<file path="src/rtl/dct_coef_serializer.sv">
// dct_coef_serializer: captures a block of eight signed DCT coefficients,
// quantizes each by a rounding arithmetic right shift with saturation, and
// streams them Z0..Z7 over valid/ready through a two-bank buffer.
// Optional build macro: DCT_DEADZONE_EN forces |q| < THRESH to zero.
// Ports:
//   clk, rst              clock, synchronous active-high reset
//   coef_z0..coef_z7      signed IN_W-bit coefficients, valid with coef_valid
//   out_data/out_idx      quantized coefficient and its index 0..7
//   out_valid/out_ready   output handshake; out_last marks index 7
//   busy                  a bank is occupied
//   overflow              sticky: a block was dropped (cleared by rst only)
`timescale 1ns/1ps
module dct_coef_serializer #(
    parameter int IN_W   = 19,
    parameter int OUT_W  = 8,
    parameter int SHIFT  = 4,
    parameter int THRESH = 2
) (
    input  logic             clk,
    input  logic             rst,
    input  logic [IN_W-1:0]  coef_z0,
    input  logic [IN_W-1:0]  coef_z1,
    input  logic [IN_W-1:0]  coef_z2,
    input  logic [IN_W-1:0]  coef_z3,
    input  logic [IN_W-1:0]  coef_z4,
    input  logic [IN_W-1:0]  coef_z5,
    input  logic [IN_W-1:0]  coef_z6,
    input  logic [IN_W-1:0]  coef_z7,
    input  logic             coef_valid,
    output logic [OUT_W-1:0] out_data,
    output logic [2:0]       out_idx,
    output logic             out_valid,
    input  logic             out_ready,
    output logic             out_last,
    output logic             busy,
    output logic             overflow
);

    localparam int unsigned TW = IN_W + 1;
    localparam logic signed [TW-1:0] RND  = TW'((1 << SHIFT) >> 1);
    localparam logic signed [TW-1:0] QMAX = TW'((1 << (OUT_W - 1)) - 1);
    localparam logic signed [TW-1:0] QMIN = TW'(-(1 << (OUT_W - 1)));
`ifdef DCT_DEADZONE_EN
    localparam logic signed [TW-1:0] DZ   = TW'(THRESH);
`endif

    // Elaboration-time parameter sanity.
    if (OUT_W < 2 || OUT_W > IN_W || SHIFT < 0 || SHIFT >= IN_W || THRESH < 0) begin : g_bad_param
        $error("dct_coef_serializer: illegal parameter combination");
    end

    typedef enum logic {IDLE = 1'b0, SEND = 1'b1} state_t;

    // Rounding shift (floor of t >>> SHIFT), optional dead zone, saturation.
    function automatic logic [OUT_W-1:0] quant(input logic [IN_W-1:0] c);
        logic signed [TW-1:0] t;
        logic signed [TW-1:0] q;
        t = $signed({c[IN_W-1], c}) + RND;
        q = t >>> SHIFT;
`ifdef DCT_DEADZONE_EN
        if ((q < DZ) && (q > -DZ)) q = '0;
`endif
        if (q > QMAX)      q = QMAX;
        else if (q < QMIN) q = QMIN;
        return q[OUT_W-1:0];
    endfunction

    state_t           state_q, state_d;
    logic [2:0]       idx_q, idx_d;
    logic             act_full_q, act_full_d;
    logic             pend_full_q, pend_full_d;
    logic             overflow_q, overflow_d;
    logic             out_valid_q, out_valid_d;
    logic [OUT_W-1:0] out_data_q, out_data_d;
    logic [2:0]       out_idx_q, out_idx_d;
    logic             out_last_q, out_last_d;
    logic             busy_q, busy_d;
    logic [OUT_W-1:0] act_q [8];
    logic [OUT_W-1:0] act_d [8];
    logic [OUT_W-1:0] pend_q [8];
    logic [OUT_W-1:0] pend_d [8];
    logic [OUT_W-1:0] qv [8];

    logic accept, last_acc, pend_move, wr_act, wr_pend;

    // Quantize the incoming block.
    always_comb begin
        qv[0] = quant(coef_z0);
        qv[1] = quant(coef_z1);
        qv[2] = quant(coef_z2);
        qv[3] = quant(coef_z3);
        qv[4] = quant(coef_z4);
        qv[5] = quant(coef_z5);
        qv[6] = quant(coef_z6);
        qv[7] = quant(coef_z7);
    end

    // Next-state: streaming FSM, bank bookkeeping, capture steering, outputs.
    always_comb begin
        state_d     = state_q;
        idx_d       = idx_q;
        act_full_d  = act_full_q;
        pend_full_d = pend_full_q;
        overflow_d  = overflow_q;
        act_d       = act_q;
        pend_d      = pend_q;

        accept    = (state_q == SEND) && out_ready;
        last_acc  = accept && (idx_q == 3'd7);
        pend_move = last_acc && pend_full_q;
        // A bank freed on this edge is reusable by a capture on the same edge.
        wr_act    = coef_valid && (!act_full_q || (last_acc && !pend_full_q));
        wr_pend   = coef_valid && !wr_act && (!pend_full_q || pend_move);

        case (state_q)
            IDLE: begin
                if (act_full_q) begin
                    state_d = SEND;
                    idx_d   = 3'd0;
                end
            end
            SEND: begin
                if (accept) begin
                    if (idx_q == 3'd7) begin
                        act_full_d = 1'b0;
                        idx_d      = 3'd0;
                        if (pend_full_q) begin
                            act_d       = pend_q;
                            act_full_d  = 1'b1;
                            pend_full_d = 1'b0;
                        end else begin
                            state_d = IDLE;
                        end
                    end else begin
                        idx_d = idx_q + 3'd1;
                    end
                end
            end
            default: state_d = IDLE;
        endcase

        if (wr_act) begin
            act_d      = qv;
            act_full_d = 1'b1;
        end
        if (wr_pend) begin
            pend_d      = qv;
            pend_full_d = 1'b1;
        end
        if (coef_valid && !wr_act && !wr_pend) overflow_d = 1'b1;

        out_valid_d = (state_d == SEND);
        out_idx_d   = (state_d == SEND) ? idx_d : 3'd0;
        out_data_d  = (state_d == SEND) ? act_d[idx_d] : '0;
        out_last_d  = (state_d == SEND) && (idx_d == 3'd7);
        busy_d      = act_full_d || pend_full_d;
    end

    // Control and output registers.
    always_ff @(posedge clk) begin
        if (rst) begin
            state_q     <= IDLE;
            idx_q       <= 3'd0;
            act_full_q  <= 1'b0;
            pend_full_q <= 1'b0;
            overflow_q  <= 1'b0;
            out_valid_q <= 1'b0;
            out_data_q  <= '0;
            out_idx_q   <= 3'd0;
            out_last_q  <= 1'b0;
            busy_q      <= 1'b0;
        end else begin
            state_q     <= state_d;
            idx_q       <= idx_d;
            act_full_q  <= act_full_d;
            pend_full_q <= pend_full_d;
            overflow_q  <= overflow_d;
            out_valid_q <= out_valid_d;
            out_data_q  <= out_data_d;
            out_idx_q   <= out_idx_d;
            out_last_q  <= out_last_d;
            busy_q      <= busy_d;
        end
    end

    // Bank storage; contents are qualified by the full flags.
    always_ff @(posedge clk) begin
        act_q  <= act_d;
        pend_q <= pend_d;
    end

    assign out_valid = out_valid_q;
    assign out_data  = out_data_q;
    assign out_idx   = out_idx_q;
    assign out_last  = out_last_q;
    assign busy      = busy_q;
    assign overflow  = overflow_q;

endmodule

</file>
<file path="config.mk">
export PLATFORM = sky130hd
export DESIGN_NAME = dct_coef_serializer
export DESIGN_NICKNAME = d
export VERILOG_FILES = /design/src/rtl/dct_coef_serializer.sv
export SDC_FILE = /design/constraint.sdc
export NUM_CORES = 1
export LEC_CHECK = 0
export BUFFER_PORTS_ARGS = -buffer_cell sky130_fd_sc_hd__buf_4
export CELL_PAD_IN_SITES_DETAIL_PLACEMENT = 0
export CELL_PAD_IN_SITES_GLOBAL_PLACEMENT = 1
export CORE_MARGIN = 3
export CORE_UTILIZATION = 43
export DETAILED_ROUTE_END_ITERATION = 8
export GPL_TIMING_DRIVEN = 0
export PLACE_DENSITY = 0.84
export SYNTH_ARGS = -nofsm -noshare
export SYNTH_HDL_FRONTEND = slang
export SYNTH_SLANG_ARGS = --single-unit
</file>
<file path="constraint.sdc">
create_clock -name clk -period 8.1 [get_ports clk]
set_input_delay 0.405 -clock clk [delete_from_list [all_inputs] [get_ports clk]]
set_output_delay 0.405 -clock clk [all_outputs]
set_load 0.05 [all_outputs]
</file>
### Word-level counts from Yosys, hierarchy flattened

Cells that the tools add are included.

| storage, ports and cells | value |
|---|---|
| flip-flop bits (word level) | 148 |
| output and inout bits | 15 |
| bits of input ports | 156 |
| logic and storage cells | 114 |

| operators by class | value |
|---|---|
| $lt $le $gt $ge | 17 |
| bitwise logic cells | 3 |
| add/sub/neg operators | 9 |
| eq/ne operators | 2 |
| mux-type cells | 41 |
| reduce and logical (&&, ||, !) cells | 17 |

Operator list:

| cell | count |
|---|---|
| $mux W64 | 5 |
| $add A19 B5 Y20 const B | 8 |
| $mux W8 | 18 |
| $gt A16 B8 Y1 const B | 8 |
| $lt A16 B8 Y1 const B | 8 |
| $bmux W8 S3 | 1 |
| $mux W1 | 12 |
| $logic_and A1 B1 Y1 | 9 |
| $mux W3 | 3 |
| $eq A3 B3 Y1 const B | 2 |
| $pmux W3 S2 | 1 |
| $ge A4 B4 Y1 const B | 1 |
| $logic_not A1 Y1 | 4 |
| $not A3 Y4 | 1 |
| $add A3 B1 Y3 const B | 1 |
| $logic_or A1 B1 Y1 | 3 |
| $not A1 Y1 | 2 |
| $pmux W1 S2 | 1 |
| $reduce_or A2 Y1 | 1 |

### Longest topological paths before layout

| logic depth | value |
|---|---|
| depth in word-level cells | 10 |
| gate-level depth with buffers | 13 |
| gate-level depth less buffers | 12 |

### Worst setup path after synthesis

No wires, ideal clock.

| timing | value |
|---|---|
| path type | register to register |
| start | register, netlist name out_valid |
| end | register pend_q[0] (netlist bit), enable pin |
| buffers on the path | 1 |
| slack | 2.013 ns |
| library setup time | 0.565 ns |
| arrival | 5.522 ns |
| cell stages (with the launch flop) | 5 |
| clock period less this slack | 6.087 ns |
| required time | 7.535 ns |
| cells stage by stage | dfxtp_1 -> clkbuf_1 -> nand3_1 -> and2_1 -> nor3_1 |

RTL lines:

| element | line | RTL |
|---|---|---|
| end signal, assigned | 189 | `pend_q <= pend_d;` |
| end, declared | 80 | `logic [OUT_W-1:0] pend_q [8];` |

==> flow_summary.html <==
<table>
<tr><th>Metric</th><th>Value</th></tr>
<tr><th colspan="2">Run status</th></tr>
<tr><td>Run status</td><td>completed</td></tr>
<tr><th colspan="2">Placement</th></tr>
<tr><td>Port Buf Inserts</td><td>137</td></tr>
<tr><td>Final HPWL from detailed placement</td><td>25300 um</td></tr>
<tr><td>Pre-CTS WS</td><td>3.78 ns</td></tr>
<tr><td>Routability congestion estimate from global placement</td><td>0.951</td></tr>
<tr><td>Area of placed instances</td><td>11600 sq um</td></tr>
<tr><th colspan="2">Detailed routing</th></tr>
<tr><td>Drt pass-1 iters</td><td>5</td></tr>
<tr><td>Antenna violation net count after detailed routing</td><td>0</td></tr>
<tr><td>Routed wire length per instance</td><td>19.7 um</td></tr>
<tr><td>Routed Wire Length</td><td>34100 um</td></tr>
<tr><td>Vias</td><td>10.4k</td></tr>
<tr><td>Number of DRC markers in iteration 0</td><td>1143</td></tr>
<tr><td>Detailed-route DRC error count</td><td>0</td></tr>
<tr><td>Ratio of routed vias to standard cells</td><td>6.04</td></tr>
<tr><th colspan="2">Critical path</th></tr>
<tr><td>Class of the most critical setup path</td><td>flop to flop</td></tr>
<tr><td>Largest stage delay on the critical path</td><td>0.67 ns</td></tr>
<tr><td>Sequence of cells on the critical path</td><td>ha_1 &gt; ha_1 &gt; and4b_1 &gt; clkbuf_1 &gt; o21ai_1 &gt; clkbuf_1 &gt; clkbuf_1 &gt; clkbuf_1 &gt; buf_1 &gt; nor2_1 &gt; a31oi_1</td></tr>
<tr><td>Register-to-Register Setup Slack</td><td>3.56 ns</td></tr>
<tr><td>Launching element type of the critical path</td><td>flop</td></tr>
<tr><td>Startpoint of the worst register-to-register path</td><td>idx_q[0]</td></tr>
<tr><td>CP Buf/Inv Count</td><td>5</td></tr>
<tr><td>Endpoint of the worst-slack reg-to-reg timing path</td><td>act_q[61]</td></tr>
<tr><td>Setup crit end kind</td><td>flop</td></tr>
<tr><td>Worst EP arrival</td><td>4.90 ns</td></tr>
<tr><td>Cell class contributing the biggest share of worst-path delay</td><td>buffers and inverters</td></tr>
<tr><td>Worst endpoint required time</td><td>8.46 ns</td></tr>
<tr><td>Max stage delay cell, worst path</td><td>clkbuf_1</td></tr>
<tr><td>Launch point of the critical path</td><td>idx_q[0]</td></tr>
<tr><td>Critical path fanouts, max</td><td>10</td></tr>
<tr><td>Most common cell on crit path</td><td>clkbuf_1</td></tr>
<tr><td>Number of cells on the worst reg-to-reg path</td><td>11</td></tr>
<tr><th colspan="2">Hold path</th></tr>
<tr><td>Worst Hold End</td><td>idx_q[0]</td></tr>
<tr><td>Number of cells on the worst hold path</td><td>2</td></tr>
<tr><td>Classification of the worst-slack hold path</td><td>primary input to flop</td></tr>
<tr><td>Hold wc startpoint</td><td>rst</td></tr>
<tr><th colspan="2">CTS</th></tr>
<tr><td>Max H-tree Level</td><td>4</td></tr>
<tr><td>TritonCTS clock tree</td><td>built</td></tr>
<tr><td>Post-CTS repair timing setup buffer count</td><td>0</td></tr>
<tr><td>Number of buffers created by CTS</td><td>17</td></tr>
<tr><td>Cell at the root of the clock tree</td><td>clkbuf_16</td></tr>
<tr><td>CTS max path bufs</td><td>2</td></tr>
<tr><td>Clk_lat worst skew</td><td>0.43 ns</td></tr>
<tr><td>Clock transition at path regs</td><td>0.06 ns</td></tr>
<tr><td>Number of instances resized during post-cts repair</td><td>0</td></tr>
<tr><td>Number of buffers inserted for hold repair after clock tree synthesis</td><td>0</td></tr>
<tr><td>Number of clock sinks seen by CTS</td><td>148</td></tr>
<tr><th colspan="2">Global routing</th></tr>
<tr><td>Antenna violations before repair</td><td>0</td></tr>
<tr><td>Via count of the first global-routing pass</td><td>9644</td></tr>
<tr><td>Pin count of the biggest net entering global routing</td><td>17</td></tr>
<tr><td>Remaining global-route overflow</td><td>0</td></tr>
<tr><td>First-pass GRT wire length</td><td>53200 um</td></tr>
<tr><td>Overall Global Routing Usage</td><td>0.259</td></tr>
<tr><th colspan="2">Floorplanning</th></tr>
<tr><td>Die Y</td><td>160 um</td></tr>
<tr><td>Die Outline Area</td><td>25400 sq um</td></tr>
<tr><td>Cell Rows</td><td>55</td></tr>
<tr><td>Starting utilization of the core area</td><td>0.442</td></tr>
<tr><td>Area of the core</td><td>22900 sq um</td></tr>
<tr><td>Number of top-level pins</td><td>171</td></tr>
<tr><td>Horiz. Die Dim</td><td>160 um</td></tr>
<tr><th colspan="2">Logic synthesis</th></tr>
<tr><td>Average cell area after synthesis</td><td>8.17 sq um</td></tr>
<tr><td>Number of synthesized register bits</td><td>148</td></tr>
<tr><td>Synth unique cells</td><td>93</td></tr>
<tr><td>Nets in the synthesized netlist</td><td>1406</td></tr>
<tr><td>Post-synthesis instance total</td><td>1240</td></tr>
<tr><td>Count of yosys warnings during synthesis</td><td>0</td></tr>
<tr><td>Count of flip-flops with a built-in enable after synthesis</td><td>64</td></tr>
<tr><td>Prevailing post-synth register cell</td><td>dfxtp_1</td></tr>
<tr><td>Post-Syn Area</td><td>10100 sq um</td></tr>
<tr><td>Share of synthesized area occupied by flip-flops and latches</td><td>0.356</td></tr>
<tr><td>Fraction of registers with async set/reset</td><td>0</td></tr>
<tr><th colspan="2">STA</th></tr>
<tr><td>Endpoints failing hold</td><td>0</td></tr>
<tr><td>Highest Clock Rate</td><td>0.220 GHz</td></tr>
<tr><td>Final setup fails</td><td>0</td></tr>
<tr><td>PnR worst setup slack</td><td>3.56 ns</td></tr>
<tr><td>Final worst-path cycle share</td><td>0.561</td></tr>
<tr><td>Number of max-slew violations in the final report</td><td>0</td></tr>
<tr><td>Remaining max-slew budget at the tightest pin</td><td>0.143</td></tr>
<tr><td>Tmin final</td><td>4.54 ns</td></tr>
<tr><td>Clock Skews</td><td>0.00743 ns</td></tr>
<tr><td>Worst slew pin tran</td><td>1.27 ns</td></tr>
<tr><td>RSZ-0062 raised after global routing</td><td>false</td></tr>
<tr><th colspan="2">Finish</th></tr>
<tr><td>Final standard cell area without fillers</td><td>12300 sq um</td></tr>
<tr><td>Diodes inserted</td><td>0</td></tr>
<tr><td>Number of inserted filler cells in the final layout</td><td>2211</td></tr>
<tr><td># nets final</td><td>1568</td></tr>
<tr><td>Layout overhead on the synthesized area</td><td>21.2%</td></tr>
<tr><td>Share of cells above drive strength 1</td><td>0.168</td></tr>
<tr><td>Area used by sequential logic in the layout</td><td>3600 sq um</td></tr>
<tr><td>Total area of multi-input combinational cells</td><td>6170 sq um</td></tr>
<tr><th colspan="2">Power</th></tr>
<tr><td>Power density over the cells</td><td>181 nW/um^2</td></tr>
<tr><td>Leakage power</td><td>4.72 nW</td></tr>
<tr><td>Total chip power</td><td>2.22 mW</td></tr>
<tr><td>Largest vdd supply drop</td><td>0.159 mV</td></tr>
<tr><th colspan="2">Run</th></tr>
<tr><td>Max Cap Violations</td><td>0</td></tr>
</table>
## metrics by stage
stage | utilization | hold WS (ns) | setup TNS [ns] | std cells
final | 0.536 | 0.193 | 0 | 1728
after global routing | 0.536 | 0.207 | 0 | 1728
after CTS | 0.536 | 0.191 | 0 | 1728
after detailed placement | 0.508 | 0.460 | 0 | 1696
after global placement | 0.504 | 0.453 | -53.48 | 1690
after floorplan | - | 0.448 | 0 | 1240
## cells in the final DEF (no fill, tap or decap), types with 7 or more instances in the layout
| cell type | Yosys | layout |
|---|---|---|
| a21oi_1 | 53 | 53 |
| clkbuf_1 | 46 | 48 |
| or2_2 | 17 | 17 |
| nor2b_1 | 7 | 7 |
| nor3_1 | 25 | 24 |
| nor3b_1 | 7 | 7 |
| mux2i_1 | 15 | 15 |
| nor2_1 | 102 | 102 |
| or3_1 | 10 | 10 |
| nand2b_1 | 14 | 14 |
| and3_1 | 21 | 21 |
| edfxtp_1 | 64 | 64 |
| ha_1 | 10 | 10 |
| nand3_1 | 91 | 91 |
| buf_2 | 8 | 8 |
| clkbuf_16 | 0 | 17 |
| nor4_1 | 25 | 25 |
| nand4_1 | 27 | 27 |
| o21ai_0 | 47 | 47 |
| a31oi_1 | 30 | 30 |
| xnor2_1 | 36 | 36 |
| a21o_1 | 10 | 10 |
| dfxtp_1 | 84 | 84 |
| inv_1 | 33 | 33 |
| nand4b_1 | 9 | 9 |
| buf_4 | 1 | 138 |
| xor2_1 | 31 | 31 |
| o21a_1 | 17 | 17 |
| a211oi_1 | 11 | 11 |
| and4_1 | 14 | 14 |
| buf_1 | 7 | 7 |
| and2_1 | 8 | 8 |
| nand2_1 | 207 | 207 |
## sequential cells by signal, summed over array words and instances, names as in the netlist, 3 cells and up
signal,flops
act_q,64
idx_q,3
out_data,8
out_idx,3
pend_q,64
## final cells by class
cell class / count / share of cell area
multi-input combinational: 997 / 0.502
sequential: 148 / 0.293
timing repair buffer: 143 / 0.0896
clock buffer: 20 / 0.0364
tap: 313 / 0.0319
buffer: 62 / 0.0201
clock inverter: 12 / 0.0164
inverter: 33 / 0.0101
## cells by family (layout without fill, tap and decap cells)
kind of cell	Yosys count	count (layout)	share of synthesized area
xor+xnor	67	67	0.0579
fa+ha+maj	10	10	0.0123
buf+inv	95	270	0.0365
mux	24	24	0.0293
simple gates	614	614	0.308
flops	148	148	0.356
compound gates	282	282	0.200
## Yosys cell counts, types with 8 or more instances
cell type	number	area (sq um)
a21o_1	10	75.1
o21a_1	17	128
a31oi_1	30	188
and3_1	21	131
mux2i_1	15	150
and2_1	8	50.1
nor4_1	25	156
or3_1	10	62.6
nand2_1	207	777
o21ai_0	47	235
xor2_1	31	272
nand4b_1	9	78.8
xnor2_1	36	315
nand4_1	27	169
nor3_1	25	125
clkbuf_1	46	173
a21oi_1	53	265
inv_1	33	124
nand3_1	91	455
or2_2	17	106
nor2_1	102	383
and4_1	14	123
nand2b_1	14	87.6
buf_2	8	40.0
dfxtp_1	84	1680
a211oi_1	11	82.6
edfxtp_1	64	1920
ha_1	10	125
## worst max path at each step
stage	endpoint	slack (ns)	cells past startpoint
6_report	act_q[61]	3.56	11
5_1_grt	act_q[59]	3.54	11
4_1_cts	act_q[59]	3.78	11
3_5_place_dp	act_q[17]	3.78	10
3_3_place_gp	pend_q[32]	-0.84	5
2_1_floorplan	pend_q[0]	2.01	4
## report_power, final
group | internal [mW] | leakage [nW] | switching, mW | total (mW)
Clock | 0.556 | 0.311 | 0.324 | 0.880
Combinational | 0.178 | 3.13 | 0.292 | 0.470
Sequential | 0.848 | 1.28 | 0.0192 | 0.867
Total | 1.58 | 4.72 | 0.635 | 2.22
## worst reg2reg max path, cell delays in order, from the launching register on
cell and delay [ns]:
dfxtp_1 0.34, ha_1 0.21, ha_1 0.23, and4b_1 0.18, clkbuf_1 0.16, o21ai_1 0.64, clkbuf_1 0.55, clkbuf_1 0.67
clkbuf_1 0.52, buf_1 0.65, nor2_1 0.16, a31oi_1 0.16
## per-layer routing
layer	part of all wire	routed length, um	global-route usage	vias to the layer above
met2	0.45	15200	0.407	500
met5	0	0	0	-
met4	0.028	945	0.0720	0
li1	-	-	-	4954
met1	0.43	14500	0.360	4910
met3	0.10	3410	0.0559	72
Note: power is estimated with default switching activity, not from simulation.
